### config.mk
export PLATFORM = sky130hd
export DESIGN_NAME = vga_timing_ctrl_flat
export DESIGN_NICKNAME = d
export VERILOG_FILES = /design/src/rtl/vga_timing_ctrl_if.sv /design/src/rtl/vga_timing_ctrl.sv /design/src/flat_wrapper.sv
export SDC_FILE = /design/constraint.sdc
export NUM_CORES = 1
export LEC_CHECK = 0
export CELL_PAD_IN_SITES_DETAIL_PLACEMENT = 0
export CELL_PAD_IN_SITES_GLOBAL_PLACEMENT = 1
export CORE_MARGIN = 4
export CORE_UTILIZATION = 49
export CTS_BUF_LIST = sky130_fd_sc_hd__clkbuf_16
export CTS_CLUSTER_DIAMETER = 200
export DETAILED_ROUTE_END_ITERATION = 12
export PLACE_DENSITY = 0.89
export SLEW_MARGIN = 20
export SYNTH_ARGS = -nofsm -noshare
export SYNTH_HDL_FRONTEND = slang
export SYNTH_SLANG_ARGS = --single-unit
### constraint.sdc
create_clock -name clk -period 23.2 [get_ports clk]
set_input_delay 4.64 -clock clk [delete_from_list [all_inputs] [get_ports clk]]
set_output_delay 4.64 -clock clk [all_outputs]
set_load 0.01 [all_outputs]
### src/rtl/vga_timing_ctrl_if.sv
// Configuration port of vga_timing_ctrl: valid/ready timing offer plus reject pulse.
interface vga_timing_ctrl_if #(parameter int CW = 11) ();
  logic          cfg_valid;
  logic          cfg_ready;
  logic [CW-1:0] cfg_h_active;
  logic [CW-1:0] cfg_h_fp;
  logic [CW-1:0] cfg_h_sync;
  logic [CW-1:0] cfg_h_bp;
  logic [CW-1:0] cfg_v_active;
  logic [CW-1:0] cfg_v_fp;
  logic [CW-1:0] cfg_v_sync;
  logic [CW-1:0] cfg_v_bp;
  logic          cfg_hpol;
  logic          cfg_vpol;
  logic          cfg_err;

  modport master (
    output cfg_valid, cfg_h_active, cfg_h_fp, cfg_h_sync, cfg_h_bp,
           cfg_v_active, cfg_v_fp, cfg_v_sync, cfg_v_bp, cfg_hpol, cfg_vpol,
    input  cfg_ready, cfg_err
  );

  modport slave (
    input  cfg_valid, cfg_h_active, cfg_h_fp, cfg_h_sync, cfg_h_bp,
           cfg_v_active, cfg_v_fp, cfg_v_sync, cfg_v_bp, cfg_hpol, cfg_vpol,
    output cfg_ready, cfg_err
  );
endinterface

### src/rtl/vga_timing_ctrl.sv
// VGA pixel-timing sequencer with frame-boundary config apply.
// Optional VGA_TIMING_CTRL_QUAD_EN adds registered quadrant split outputs.
module vga_timing_ctrl #(
  parameter int CW = 11
) (
  input  logic          clk,
  input  logic          rst,
  input  logic          en,
  vga_timing_ctrl_if.slave cfg,
  output logic [CW-1:0] px_h,
  output logic [CW-1:0] px_v,
  output logic          hsync,
  output logic          vsync,
  output logic          active,
  output logic          line_start,
  output logic          frame_start
`ifdef VGA_TIMING_CTRL_QUAD_EN
  ,
  output logic [CW-1:0] quad_h_split,
  output logic [CW-1:0] quad_v_split
`endif
);

  typedef enum logic [1:0] {S_IDLE, S_RUN, S_STOP} state_t;

  typedef struct packed {
    logic [CW-1:0] ha;
    logic [CW-1:0] hf;
    logic [CW-1:0] hs;
    logic [CW-1:0] hb;
    logic [CW-1:0] va;
    logic [CW-1:0] vf;
    logic [CW-1:0] vs;
    logic [CW-1:0] vb;
    logic          hp;
    logic          vp;
  } tim_t;

  localparam tim_t TIM_RST = '{ha: CW'(640), hf: CW'(16), hs: CW'(96), hb: CW'(48),
                               va: CW'(480), vf: CW'(10), vs: CW'(2),  vb: CW'(33),
                               hp: 1'b0, vp: 1'b0};
  localparam logic [CW+1:0] TMAX = (CW+2)'((1 << CW) - 1);

  state_t        state_q, state_d;
  tim_t          tim_q, shadow_q, shadow_d, tim_n, tim_in;
  logic          pending_q, pending_d;
  logic [CW-1:0] h_q, v_q, h_d, v_d, h_inc, v_inc;
  logic          active_q, active_d, hsync_q, hsync_d, vsync_q, vsync_d;
  logic          ls_q, ls_d, fs_q, fs_d, err_q, err_d;
  logic [CW+1:0] ht_in, vt_in;
  logic [CW:0]   ht_m1, vt_m1, hs_lo, hs_hi, vs_lo, vs_hi;
  logic          cfg_bad, xfer, apply, h_last, v_last, frame_last, run_d, hreg, vreg;

  always_comb begin
    tim_in = '{ha: cfg.cfg_h_active, hf: cfg.cfg_h_fp, hs: cfg.cfg_h_sync, hb: cfg.cfg_h_bp,
               va: cfg.cfg_v_active, vf: cfg.cfg_v_fp, vs: cfg.cfg_v_sync, vb: cfg.cfg_v_bp,
               hp: cfg.cfg_hpol, vp: cfg.cfg_vpol};
    // Two spare bits so four maximal fields cannot wrap back into the legal range
    ht_in = (CW+2)'(tim_in.ha) + (CW+2)'(tim_in.hf) + (CW+2)'(tim_in.hs) + (CW+2)'(tim_in.hb);
    vt_in = (CW+2)'(tim_in.va) + (CW+2)'(tim_in.vf) + (CW+2)'(tim_in.vs) + (CW+2)'(tim_in.vb);
    cfg_bad = (tim_in.ha == '0) || (tim_in.hs == '0) || (tim_in.va == '0) ||
              (tim_in.vs == '0) || (ht_in > TMAX) || (vt_in > TMAX);
    xfer = cfg.cfg_valid && !pending_q;

    ht_m1 = (CW+1)'(tim_q.ha) + (CW+1)'(tim_q.hf) + (CW+1)'(tim_q.hs) + (CW+1)'(tim_q.hb) - 1'b1;
    vt_m1 = (CW+1)'(tim_q.va) + (CW+1)'(tim_q.vf) + (CW+1)'(tim_q.vs) + (CW+1)'(tim_q.vb) - 1'b1;
    h_last = ({1'b0, h_q} == ht_m1);
    v_last = ({1'b0, v_q} == vt_m1);
    frame_last = h_last && v_last;
    h_inc = h_last ? '0 : h_q + 1'b1;
    v_inc = h_last ? (v_last ? '0 : v_q + 1'b1) : v_q;

    apply = pending_q && ((state_q == S_IDLE) || frame_last);
    tim_n = apply ? shadow_q : tim_q;

    state_d = S_IDLE;
    h_d     = '0;
    v_d     = '0;
    run_d   = 1'b0;
    case (state_q)
      S_IDLE: begin
        if (en) begin
          state_d = S_RUN;
          run_d   = 1'b1;
        end
      end
      S_RUN: begin
        state_d = en ? S_RUN : S_STOP;
        h_d     = h_inc;
        v_d     = v_inc;
        run_d   = 1'b1;
      end
      S_STOP: begin
        if (en || !frame_last) begin
          state_d = en ? S_RUN : S_STOP;
          h_d     = h_inc;
          v_d     = v_inc;
          run_d   = 1'b1;
        end
      end
      default: state_d = S_IDLE;
    endcase

    // Flags are computed from the next counters with the timing that will be live then
    hs_lo = (CW+1)'(tim_n.ha) + (CW+1)'(tim_n.hf);
    hs_hi = hs_lo + (CW+1)'(tim_n.hs);
    vs_lo = (CW+1)'(tim_n.va) + (CW+1)'(tim_n.vf);
    vs_hi = vs_lo + (CW+1)'(tim_n.vs);
    hreg  = run_d && ({1'b0, h_d} >= hs_lo) && ({1'b0, h_d} < hs_hi);
    vreg  = run_d && ({1'b0, v_d} >= vs_lo) && ({1'b0, v_d} < vs_hi);

    active_d = run_d && (h_d < tim_n.ha) && (v_d < tim_n.va);
    hsync_d  = ~(hreg ^ tim_n.hp);
    vsync_d  = ~(vreg ^ tim_n.vp);
    ls_d     = run_d && (h_d == '0);
    fs_d     = ls_d && (v_d == '0);

    shadow_d  = shadow_q;
    pending_d = pending_q;
    if (xfer && !cfg_bad) begin
      shadow_d  = tim_in;
      pending_d = 1'b1;
    end else if (apply) begin
      pending_d = 1'b0;
    end
    err_d = xfer && cfg_bad;
  end

  always_ff @(posedge clk) begin
    if (rst) begin
      state_q   <= S_IDLE;
      tim_q     <= TIM_RST;
      shadow_q  <= '0;
      pending_q <= 1'b0;
      h_q       <= '0;
      v_q       <= '0;
      active_q  <= 1'b0;
      hsync_q   <= 1'b1;
      vsync_q   <= 1'b1;
      ls_q      <= 1'b0;
      fs_q      <= 1'b0;
      err_q     <= 1'b0;
`ifdef VGA_TIMING_CTRL_QUAD_EN
      quad_h_split <= CW'(320);
      quad_v_split <= CW'(240);
`endif
    end else begin
      state_q   <= state_d;
      tim_q     <= tim_n;
      shadow_q  <= shadow_d;
      pending_q <= pending_d;
      h_q       <= h_d;
      v_q       <= v_d;
      active_q  <= active_d;
      hsync_q   <= hsync_d;
      vsync_q   <= vsync_d;
      ls_q      <= ls_d;
      fs_q      <= fs_d;
      err_q     <= err_d;
`ifdef VGA_TIMING_CTRL_QUAD_EN
      if (apply) begin
        quad_h_split <= shadow_q.ha >> 1;
        quad_v_split <= shadow_q.va >> 1;
      end
`endif
    end
  end

  assign px_h          = h_q;
  assign px_v          = v_q;
  assign hsync         = hsync_q;
  assign vsync         = vsync_q;
  assign active        = active_q;
  assign line_start    = ls_q;
  assign frame_start   = fs_q;
  assign cfg.cfg_ready = !pending_q;
  assign cfg.cfg_err   = err_q;

endmodule
### src/flat_wrapper.sv
// flat-port wrapper written by rule: the top's interface ports become plain ports
module vga_timing_ctrl_flat 
#(
  parameter int CW = 11
)
  (clk, rst, en, px_h, px_v, hsync, vsync, active, line_start, frame_start, cfg_cfg_valid, cfg_cfg_h_active, cfg_cfg_h_fp, cfg_cfg_h_sync, cfg_cfg_h_bp, cfg_cfg_v_active, cfg_cfg_v_fp, cfg_cfg_v_sync, cfg_cfg_v_bp, cfg_cfg_hpol, cfg_cfg_vpol, cfg_cfg_ready, cfg_cfg_err);
  vga_timing_ctrl_if #(.CW(CW)) cfg_i ();
  input  logic clk;
  input  logic rst;
  input  logic en;
  output logic [CW-1:0] px_h;
  output logic [CW-1:0] px_v;
  output logic hsync;
  output logic vsync;
  output logic active;
  output logic line_start;
  output logic frame_start;
  input wire logic [$bits(cfg_i.cfg_valid)-1:0] cfg_cfg_valid;
  input wire logic [$bits(cfg_i.cfg_h_active)-1:0] cfg_cfg_h_active;
  input wire logic [$bits(cfg_i.cfg_h_fp)-1:0] cfg_cfg_h_fp;
  input wire logic [$bits(cfg_i.cfg_h_sync)-1:0] cfg_cfg_h_sync;
  input wire logic [$bits(cfg_i.cfg_h_bp)-1:0] cfg_cfg_h_bp;
  input wire logic [$bits(cfg_i.cfg_v_active)-1:0] cfg_cfg_v_active;
  input wire logic [$bits(cfg_i.cfg_v_fp)-1:0] cfg_cfg_v_fp;
  input wire logic [$bits(cfg_i.cfg_v_sync)-1:0] cfg_cfg_v_sync;
  input wire logic [$bits(cfg_i.cfg_v_bp)-1:0] cfg_cfg_v_bp;
  input wire logic [$bits(cfg_i.cfg_hpol)-1:0] cfg_cfg_hpol;
  input wire logic [$bits(cfg_i.cfg_vpol)-1:0] cfg_cfg_vpol;
  output wire logic [$bits(cfg_i.cfg_ready)-1:0] cfg_cfg_ready;
  output wire logic [$bits(cfg_i.cfg_err)-1:0] cfg_cfg_err;
  assign cfg_i.cfg_valid = cfg_cfg_valid;
  assign cfg_i.cfg_h_active = cfg_cfg_h_active;
  assign cfg_i.cfg_h_fp = cfg_cfg_h_fp;
  assign cfg_i.cfg_h_sync = cfg_cfg_h_sync;
  assign cfg_i.cfg_h_bp = cfg_cfg_h_bp;
  assign cfg_i.cfg_v_active = cfg_cfg_v_active;
  assign cfg_i.cfg_v_fp = cfg_cfg_v_fp;
  assign cfg_i.cfg_v_sync = cfg_cfg_v_sync;
  assign cfg_i.cfg_v_bp = cfg_cfg_v_bp;
  assign cfg_i.cfg_hpol = cfg_cfg_hpol;
  assign cfg_i.cfg_vpol = cfg_cfg_vpol;
  assign cfg_cfg_ready = cfg_i.cfg_ready;
  assign cfg_cfg_err = cfg_i.cfg_err;
  vga_timing_ctrl #(.CW(CW)) u_core (.clk(clk), .rst(rst), .en(en), .cfg(cfg_i), .px_h(px_h), .px_v(px_v), .hsync(hsync), .vsync(vsync), .active(active), .line_start(line_start), .frame_start(frame_start));
endmodule
======== Yosys cells after proc, flatten, opt, wreduce, memory -nomap -nowiden ========
Cells that the tools add are included.
word-level totals
  register bits ........................... 211
  input bits .............................. 94
  output and inout port bits .............. 29
cells by class
  $add $sub $neg .......................... 20
  order comparisons ....................... 8
  equal/unequal tests ..................... 4
  mux-type cells .......................... 17
  bitwise operators ....................... 4
  reduce and logical (&&, ||, !) cells .... 31
operator list
  operator               count
  $mux 90                1
  $add 11x11->12         6
  $add 12x11->12         6
  $logic_not 11->1       6
  $mux 11                5
  $add 13x11->13         4
  $pmux 11 s2            2
  $gt 13x11->1 const B   2
  $eq 11x12->1           2
  $ge 11x12->1           2
  $lt 11x12->1           2
  $sub 12x1->12 const B  2
  $add 11x1->11 const B  2
  $lt 11x11->1           2
  $logic_and 1x1->1      13
  $logic_or 1x1->1       7
  $pmux 2 s3             1
  $mux 1                 5
  $mux 2                 2
  $logic_not 1->1        3
  $pmux 1 s3             1
  $eq 2x1->1 const B     1
  $eq 2x2->1 const B     1
  $logic_not 2->1        1
  3 further kinds        5

======== Longest topological paths before layout ========
Gate-level depths: netlist of the first run.
  depth in word-level cells ............... 15
  mapped depth ............................ 46
  gate-level depth less buffers ........... 42

======== Worst setup path after synthesis of the first run ========
Ideal clock, no wire load.
  path kind ............................... input-to-reg
  start ................................... in cfg_cfg_h_fp[1]
  end ..................................... reg u_core.shadow_q[0] (netlist name)
  setup time .............................. 128 ps
  data arrival time ....................... 8790 ps
  path slack .............................. 14283 ps
  stages on the path ...................... 24
  path buffers ............................ 2
  cells stage by stage .................... ha_1 > a21o_1 > a21oi_1 > o21bai_1 > a21oi_1 > nor2b_1 > o21a_1 > o21ai_0 > nand2b_1 > a21oi_1 > xor2_1 > fa_1 > inv_1 > ha_1 > a21oi_1 > o21ai_0 > a21oi_1 > xnor2_1 > nor4_1 > nand3_1 > clkbuf_1 > buf_1 > mux2i_1 > nor2_1
between the ends
  longest elaborated chain between the ends .. 8
ends and longest elaborated chain
  element                        line                    text
  from (decl)                    flat_wrapper.sv:20      input wire logic [$bits(cfg_i.cfg_h_fp)-1:0] cfg_cfg_h_fp;
  $add 11x11->12                 vga_timing_ctrl.sv:59   ht_in = (CW+2)'(tim_in.ha) + (CW+2)'(tim_in.hf) + (CW+2)'(tim_in.hs) + (CW+2)'(tim_in.hb);
  $add 13x11->13 (2 in a row)    vga_timing_ctrl.sv:59
  $gt 13x11->1                   vga_timing_ctrl.sv:62   (tim_in.vs == '0) || (ht_in > TMAX) || (vt_in > TMAX);
  $logic_or 1x1->1 (2 in a row)  vga_timing_ctrl.sv:62
  $logic_not 1->1                vga_timing_ctrl.sv:120  if (xfer && !cfg_bad) begin
  $logic_and 1x1->1              vga_timing_ctrl.sv:120
  to (signal assigned)           vga_timing_ctrl.sv:150  shadow_q <= shadow_d;
  to (decl)                      vga_timing_ctrl.sv:45   tim_t tim_q, shadow_q, shadow_d, tim_n, tim_in;
Every way passes these cells.
A chain may end at the register's enable or synchronous reset.

======== Worst setup path in the final report of the first run ========
  start ................................... reg u_core.tim_q[3] (netlist name)
  end ..................................... reg u_core.vsync_q (netlist: u_core.vsync)
between the ends
  longest elaborated chain between the ends .. 13
  elaborated cells on any way between the ends .. 23
ends and longest elaborated chain
  element                                                       line                                            text
  from (decl)                                                   vga_timing_ctrl.sv:45
  from (signal assigned)                                        vga_timing_ctrl.sv:149                          tim_q <= tim_n;
  $add 12x11->12 (*)                                            vga_timing_ctrl.sv:66                           vt_m1 = (CW+1)'(tim_q.va) + (CW+1)'(tim_q.vf) + (CW+1)'(tim_q.vs) + (CW+1)'(tim_q.vb) - 1'b1;
  $sub 12x1->12 (*)                                             vga_timing_ctrl.sv:66
  $eq 11x12->1 (*)                                              vga_timing_ctrl.sv:68                           v_last = ({1'b0, v_q} == vt_m1);
  $logic_and 1x1->1                                             vga_timing_ctrl.sv:69                           frame_last = h_last && v_last;
  $logic_or 1x1->1 / $logic_not 1->1 (equally long branches)    vga_timing_ctrl.sv:73, vga_timing_ctrl.sv:94
  $logic_and 1x1->1 / $logic_or 1x1->1 (equally long branches)  vga_timing_ctrl.sv:73, vga_timing_ctrl.sv:94
  $mux 90 / $mux 11 (equally long branches)                     vga_timing_ctrl.sv:74, vga_timing_ctrl.sv:94
  $add 11x11->12 / $pmux 11 s2 (equally long branches)          vga_timing_ctrl.sv:107, vga_timing_ctrl.sv:80
  $add 12x11->12 / $ge 11x12->1 (equally long branches)         vga_timing_ctrl.sv:108, vga_timing_ctrl.sv:110
  $lt 11x12->1 / $logic_and 1x1->1 (equally long branches)      vga_timing_ctrl.sv:110                          vreg = run_d && ({1'b0, v_d} >= vs_lo) && ({1'b0, v_d} < vs_hi);
  $logic_and 1x1->1                                             vga_timing_ctrl.sv:110
  $xor 1x1->1 (*)                                               vga_timing_ctrl.sv:114                          vsync_d = ~(vreg ^ tim_n.vp);
  $not 1->1 (*)                                                 vga_timing_ctrl.sv:114
  to (signal assigned)                                          vga_timing_ctrl.sv:156                          vsync_q <= vsync_d;
  to (decl)                                                     vga_timing_ctrl.sv:48                           logic active_q, active_d, hsync_q, hsync_d, vsync_q, vsync_d;
Mark *: on every way between the ends. The rest lies on a longest branch, timed or not.

==> results of run 1 <==
[area by class of cell]
type                       count  area (um2)  area share, %
multi-input combinational   1444       11170          58.60
timing repair buffer         129        1275          6.688
sequential                   211        4224          22.16
tap                          448       560.5          2.940
clock inverter                19       224.0          1.175
clock buffer                  25       625.6          3.282
inverter                     262       983.4          5.159
[per-stage QoR]
step / worst slack [ns] / hold slack, ns / cells / power (uW) / area (um2)
after floorplan: 14.28 / 0.4315 / 1985 / 701.0 / 16640
after global placement: 12.51 / 0.4422 / 2494 / 806.4 / 18210
after CTS: 12.83 / 0.4551 / 2538 / 1231 / 19060
after detailed placement: 12.36 / 0.4484 / 2494 / 815.9 / 18210
after global routing: 12.22 / 0.4744 / 2538 / 1295 / 19060
final: 12.77 / 0.4552 / 2538 / 1224 / 19060
[layer usage]
layer | global-route usage (%) | vias to the layer above
met1 | 36.93 | 6436
met2 | 36.21 | 353
met4 | 5.595 | 0
li1 | - | 6826
met5 | 0 | -
met3 | 3.202 | 52
[where the power goes]
part           switching [uW]  internal [uW]
clock                     159            251
combinational             227            178
sequential               22.0            387
[cells by family after synthesis]
group / after synthesis / share of synthesized area, %
AO/OA/AOI/OAI: 336 / 13.07
XOR/XNOR: 119 / 6.346
adder cells (fa/ha/maj): 273 / 23.67
buffers and inverters: 330 / 7.564
flip-flops: 211 / 25.38
multiplexers: 123 / 7.421
AND/OR/NAND/NOR: 593 / 16.55
[sequential cells by signal (all words and copies together), names as in the netlist]
name,flops
u_core.line_start,1
u_core.px_h,11
u_core.px_v,11
u_core.pending_q,1
u_core.state_q,2
u_core.shadow_q,90
u_core.tim_q,90
u_core.active,1
u_core.vsync,1
u_core.cfg.cfg_err,1
u_core.frame_start,1
u_core.hsync,1
[cells in the final DEF, fill, tap and decap left out, types with 7 or more instances in the layout]
master             n
or2_2             10
nand2b_1          23
nand4_1           21
nor2b_1           39
a211o_1            7
clkdlybuf4s50_1  121
fa_1              70
o21bai_1          13
dfxtp_1          211
ha_1             202
nor4_1            13
o21ai_0           55
clkbuf_16         25
nor2_1           191
o21a_1             8
xnor2_1           57
nand3_1           34
nor3_1            39
a21o_1            59
a31oi_1            7
mux2i_1          120
a21oi_1          128
or3_1              7
nand2_1          181
xor2_1            61
and3_1            10
inv_1            266
buf_4              7
[worst max-delay path, delay by kind of cell, from the launching register on]
family	cells	cell delay (ns)
AO/OA/AOI/OAI	13	3.20
adder cells (fa/ha/maj)	8	2.70
AND/OR/NAND/NOR	10	1.81
buffers and inverters	6	0.99
multiplexers	3	0.95
flip-flops	1	0.33
XOR/XNOR	2	0.29
[worst max path at each step]
stage	from	slack, ns	to	depth (start not counted)
floorplan	cfg_cfg_h_fp[1]	14.28	u_core.shadow_q[0]$_SDFFE_PP0P_	24
global placement	cfg_cfg_h_active[1]	12.51	u_core.shadow_q[88]$_SDFFE_PP0P_	24
detailed placement	cfg_cfg_h_active[0]	12.36	u_core.shadow_q[65]$_SDFFE_PP0P_	24
CTS	u_core.tim_q[3]$_SDFFE_PP0N_	12.83	u_core.vsync$_SDFF_PP1_	42
global route	u_core.tim_q[3]$_SDFFE_PP0N_	12.22	u_core.vsync$_SDFF_PP1_	41
finish	u_core.tim_q[3]$_SDFFE_PP0N_	12.77	u_core.vsync$_SDFF_PP1_	42
==> flow_metrics.py, run 1 <==
metrics = {
    "run_status": {
        "status": "completed",
    },
    "route": {
        "wl_met1_um": 22570,
        "top_layer": "met4",
        "post-route-drc-count": 0,
        "wl_met2_um": 18710,
        "firstDrtPassIters": 5,
        "dr_total_vias": 13670,
        "drt_iter0_drc": 907,
        "routedWlPerCell_um": 17.72,
        "ant_nets": 0,
        "met3_length_um": 2692,
        "vias_per_cell": 5.385,
        "totalWireLength_um": 44970,
    },
    "timing": {
        "fin_worst_skew_ns": 0.01462,
        "maxSlewViolCount": 0,
        "worst_pin_slew_ns": 0.9926,
        "setup_tns_ns": 0,
        "fin_crit_sh_pct": 44.94,
        "max_slew_margin_pct": 33.83,
        "finalCriticalPeriod_ns": 10.43,
        "fmax_mhz": 95.92,
        "rsz0062_at_grt": "false",
        "setup_viol": 0,
        "finalHoldViolations": 0,
    },
    "finish": {
        "fin_nets": 2439,
        "layout-drive-gt1-share_pct": 3.397,
        "fin_util_pct": 56.85,
        "syn_to_final_growth_pct": 14.56,
        "diodes": 0,
        "fillCellCount": 3142,
    },
    "worst_setup_path": {
        "r2r-end": "u_core.vsync$_SDFF_PP1_",
        "r2r_slack_ns": 12.77,
        "worst_path_max_delay_cell": "buf_4",
        "end_kind": "flip-flop",
        "critPathKind": "reg -> reg",
        "critPathMaxFanout": 66,
        "required_ns": 23.60,
        "reg2regPathDepth": 42,
        "reg2reg_from": "u_core.tim_q[3]$_SDFFE_PP0N_",
        "worstSetupStartpointType": "flip-flop",
        "cp_slowest_stage_delay_ns": 0.62,
        "arrival_ns": 10.83,
    },
    "global_route": {
        "track_usage_pct": 24.17,
        "grt_pass1_vias": 13490,
        "antenna_found_initial": 0,
        "gr-total-overflow": 0,
        "grt_first_pass_wirelength_um": 71160,
        "grt_max_degree": 121,
    },
    "worst_hold_path": {
        "hp-start": "u_core.shadow_q[49]$_SDFFE_PP0P_",
        "hp-class": "reg -> reg",
        "holdPathEnd": "u_core.tim_q[49]$_SDFFE_PP0N_",
        "whs_path_depth": 2,
    },
    "synthesis": {
        "syn_nets": 2351,
        "syn_area_um2": 16640,
        "synth_ff_type": "dfxtp_1",
        "synth_area_per_cell_um2": 8.383,
        "ys_seq_area_share_pct": 25.38,
        "yosys.area.top_type": "dfxtp_1",
        "ys_ff_latch": 211,
        "synth_area_leaders": "dfxtp_1 (25%), ha_1 (15%), fa_1 (8.4%), mux2i_1 (7.2%), inv_1 (5.9%)",
        "yosys.area.top_type_share_pct": 25.38,
        "ys_types": 77,
        "yosysWarnings": 0,
        "post-synth-top-count-cell": "inv_1",
        "synth_common_cells": "inv_1 (262), dfxtp_1 (211), ha_1 (202)",
        "postSynthCellCount": 1985,
        "async_flop_share_pct": 0,
        "synth_edf_count": 0,
    },
    "die": {
        "fp.dieW_um": 192.3,
        "std_cell_rows": 67,
        "io_pins": 123,
        "core_area_um2": 33530,
        "die_area_um2": 36970,
        "start_util_pct": 49.63,
        "fp.dieH_um": 192.3,
    },
    "clocking": {
        "max-clock-path-buffers": 3,
        "cts.repair.resized": 0,
        "numCtsBuffers": 25,
        "cts_max_level": 1,
        "clk_latency_ns": 0.53,
        "cts_hold_buf": 0,
        "post-cts-setup-buffers": 0,
        "tritoncts": "done",
        "path_clk_slew_ns": 0.06,
        "clock_sinks": 211,
        "cts-root-buf": "clkbuf_16",
    },
    "power_and_ir_drop": {
        "powerDensity_nw_per_um2": 64.21,
        "ir_drop_v": 0.00005412,
        "p_leak_uw": 0.009400,
    },
    "placement": {
        "globalplace.congestion": 0.9079,
        "port_buffers": 122,
        "dp_hpwl_um": 36070,
    },
    "run": {
        "maxCapViolations": 0,
    },
}
Power figures use the tool's default switching activity.
==> inputs of run 2 (changes only) <==
--- a/config.mk
+++ b/config.mk
@@ -8,11 +8,11 @@
 export CELL_PAD_IN_SITES_DETAIL_PLACEMENT = 0
 export CELL_PAD_IN_SITES_GLOBAL_PLACEMENT = 1
 export CORE_MARGIN = 4
-export CORE_UTILIZATION = 49
+export CORE_UTILIZATION = 46
 export CTS_BUF_LIST = sky130_fd_sc_hd__clkbuf_16
 export CTS_CLUSTER_DIAMETER = 200
 export DETAILED_ROUTE_END_ITERATION = 12
-export PLACE_DENSITY = 0.89
+export PLACE_DENSITY = 0.84
 export SLEW_MARGIN = 20
 export SYNTH_ARGS = -nofsm -noshare
 export SYNTH_HDL_FRONTEND = slang
==> constraint.sdc (replaced) <==
create_clock -name clk -period 10.1 [get_ports clk]
set_input_delay 2.02 -clock clk [delete_from_list [all_inputs] [get_ports clk]]
set_output_delay 2.02 -clock clk [all_outputs]
set_load 0.01 [all_outputs]
==> flow_metrics.py, run 2 (synthesis results as in run 1) <==
metrics = {
    "power_and_ir_drop": {
        "swShare_pct": 34.64,
        "p_switching_uw": 938.8,
        "p_leak_uw": 0.009361,
        "intPower_uw": 1771,
        "p_comb_share_pct": 34.2,
        "clkPwrFrac_pct": 31.0,
        "powerDensity_nw_per_um2": 142.6,
        "power.total_uw": 2710,
        "ir_drop_v": 0.00009379,
        "seqPwrFrac_pct": 34.8,
    },
    "global_route": {
        "grt_max_degree": 107,
        "gr-total-overflow": 0,
        "antenna_found_initial": 0,
        "track_usage_pct": 23.34,
        "grt_first_pass_wirelength_um": 73760,
        "grt_pass1_vias": 13660,
    },
    "timing": {
        "finalHoldViolations": 0,
        "maxSlewViolCount": 0,
        "fin_crit_sh_pct": 92.06,
        "finalCriticalPeriod_ns": 9.299,
        "worst_pin_slew_ns": 1.057,
        "max_slew_margin_pct": 29.51,
        "setup_tns_ns": 0,
        "rsz0062_at_grt": "false",
        "fin_worst_skew_ns": 0.02143,
        "fmax_mhz": 107.5,
        "setup_viol": 0,
    },
    "run_status": {
        "status": "completed",
    },
    "clocking": {
        "clk_latency_ns": 0.54,
        "tritoncts": "done",
        "cts_max_level": 1,
        "post-cts-setup-buffers": 0,
        "clock_sinks": 211,
        "cts_hold_buf": 0,
        "numCtsBuffers": 24,
        "cts-root-buf": "clkbuf_16",
        "cts.repair.resized": 0,
        "path_clk_slew_ns": 0.07,
        "max-clock-path-buffers": 3,
    },
    "placement": {
        "dp_cells": 2510,
        "dp_hpwl_um": 37210,
        "port_buffers": 122,
        "globalplace.congestion": 0.9135,
    },
    "die": {
        "die_area_um2": 39280,
        "core_area_um2": 35660,
        "fp.dieW_um": 198.2,
        "fp.dieH_um": 198.2,
        "start_util_pct": 46.67,
        "io_pins": 123,
        "std_cell_rows": 69,
    },
    "worst_setup_path": {
        "arrival_ns": 9.75,
        "cp_slowest_stage_delay_ns": 0.52,
        "worstSetupStartpointType": "flip-flop",
        "critPathMaxFanout": 37,
        "required_ns": 10.55,
        "critPathKind": "reg -> reg",
        "end_kind": "flip-flop",
        "worst_path_max_delay_cell": "fa_1",
    },
    "route": {
        "routedWlPerCell_um": 18.08,
        "firstDrtPassIters": 5,
        "drt_iter0_drc": 962,
        "ant_nets": 0,
        "vias_per_cell": 5.344,
        "dr_total_vias": 13640,
        "totalWireLength_um": 46150,
        "post-route-drc-count": 0,
    },
    "finish": {
        "fin_util_pct": 53.30,
        "layout_common_cells": "inv_1 (266), dfxtp_1 (211), ha_1 (202)",
        "layout-drive-gt1-share_pct": 3.489,
        "diodes": 0,
        "finalNonFillerCells": 2553,
        "final_common_cell": "inv_1",
        "reg_top3": "u_core.shadow_q x90, u_core.tim_q x90",
        "fin_nets": 2441,
        "syn_to_final_growth_pct": 14.21,
        "multi_input_area_um2": 11170,
        "seq_area_um2": 4224,
        "fillCellCount": 3354,
    },
    "worst_hold_path": {
        "hp-class": "reg -> reg",
    },
    "run": {
        "maxCapViolations": 0,
    },
}
## run 2: layout make-up
type                       instances  area share, %
tap                              461          3.035
clock inverter                    18         0.6715
sequential                       211          22.23
multi-input combinational       1444          58.78
timing repair buffer             132          6.827
clock buffer                      25          3.292
inverter                         262          5.174
## run 2: per-layer routing
| metal | global-route usage (%) | up-vias | part of all wire (%) | wire, um |
|---|---|---|---|---|
| met3 | 3.539 | 40 | 6.3 | 2892 |
| met5 | 0 | - | 0 | 0 |
| met2 | 34.64 | 347 | 41 | 19110 |
| met1 | 36.24 | 6418 | 51 | 23480 |
| met4 | 3.953 | 0 | 1.4 | 663 |
| li1 | - | 6837 | - | - |
## run 2: critical path, delay by kind of cell (launching register included)
family	cells	cell delay, ns
flip-flops	1	0.33
multiplexers	2	0.66
AO/OA/AOI/OAI	13	2.64
XOR/XNOR	2	0.26
AND/OR/NAND/NOR	6	1.54
adder cells (fa/ha/maj)	8	2.75
buffers and inverters	6	1.06
## run 2: power by group through the flow
stage | Combinational (uW) | Clock, uW | Sequential, uW
detailed placement | 917 | 0 | 960
global route | 1040 | 892 | 950
finish | 926 | 840 | 944
floorplan | 677 | 0 | 933
global placement | 899 | 0 | 958
CTS | 925 | 859 | 942
## run 2: worst paths after layout
kind | start | to | slack, ns | depth (start not counted)
setup / recovery | u_core.tim_q[3]$_SDFFE_PP0N_ | u_core.vsync$_SDFF_PP1_ | 0.80 | 37
hold / removal | u_core.tim_q[4]$_SDFFE_PP0N_ | u_core.tim_q[4]$_SDFFE_PP0N_ | 0.45 | 2
setup reg to reg | u_core.tim_q[3]$_SDFFE_PP0N_ | u_core.vsync$_SDFF_PP1_ | 0.80 | 37
hold reg to reg | u_core.tim_q[4]$_SDFFE_PP0N_ | u_core.tim_q[4]$_SDFFE_PP0N_ | 0.45 | 2
## run 2: stage by stage
step	hold slack, ns	area, um2	setup slack (ns)
after floorplan	0.4315	16640	1.327
after global placement	0.4428	18250	1.075
after detailed placement	0.4465	18250	0.8788
after CTS	0.4546	19010	0.8397
after global routing	0.4713	19010	0.1142
final	0.4543	19010	0.8015
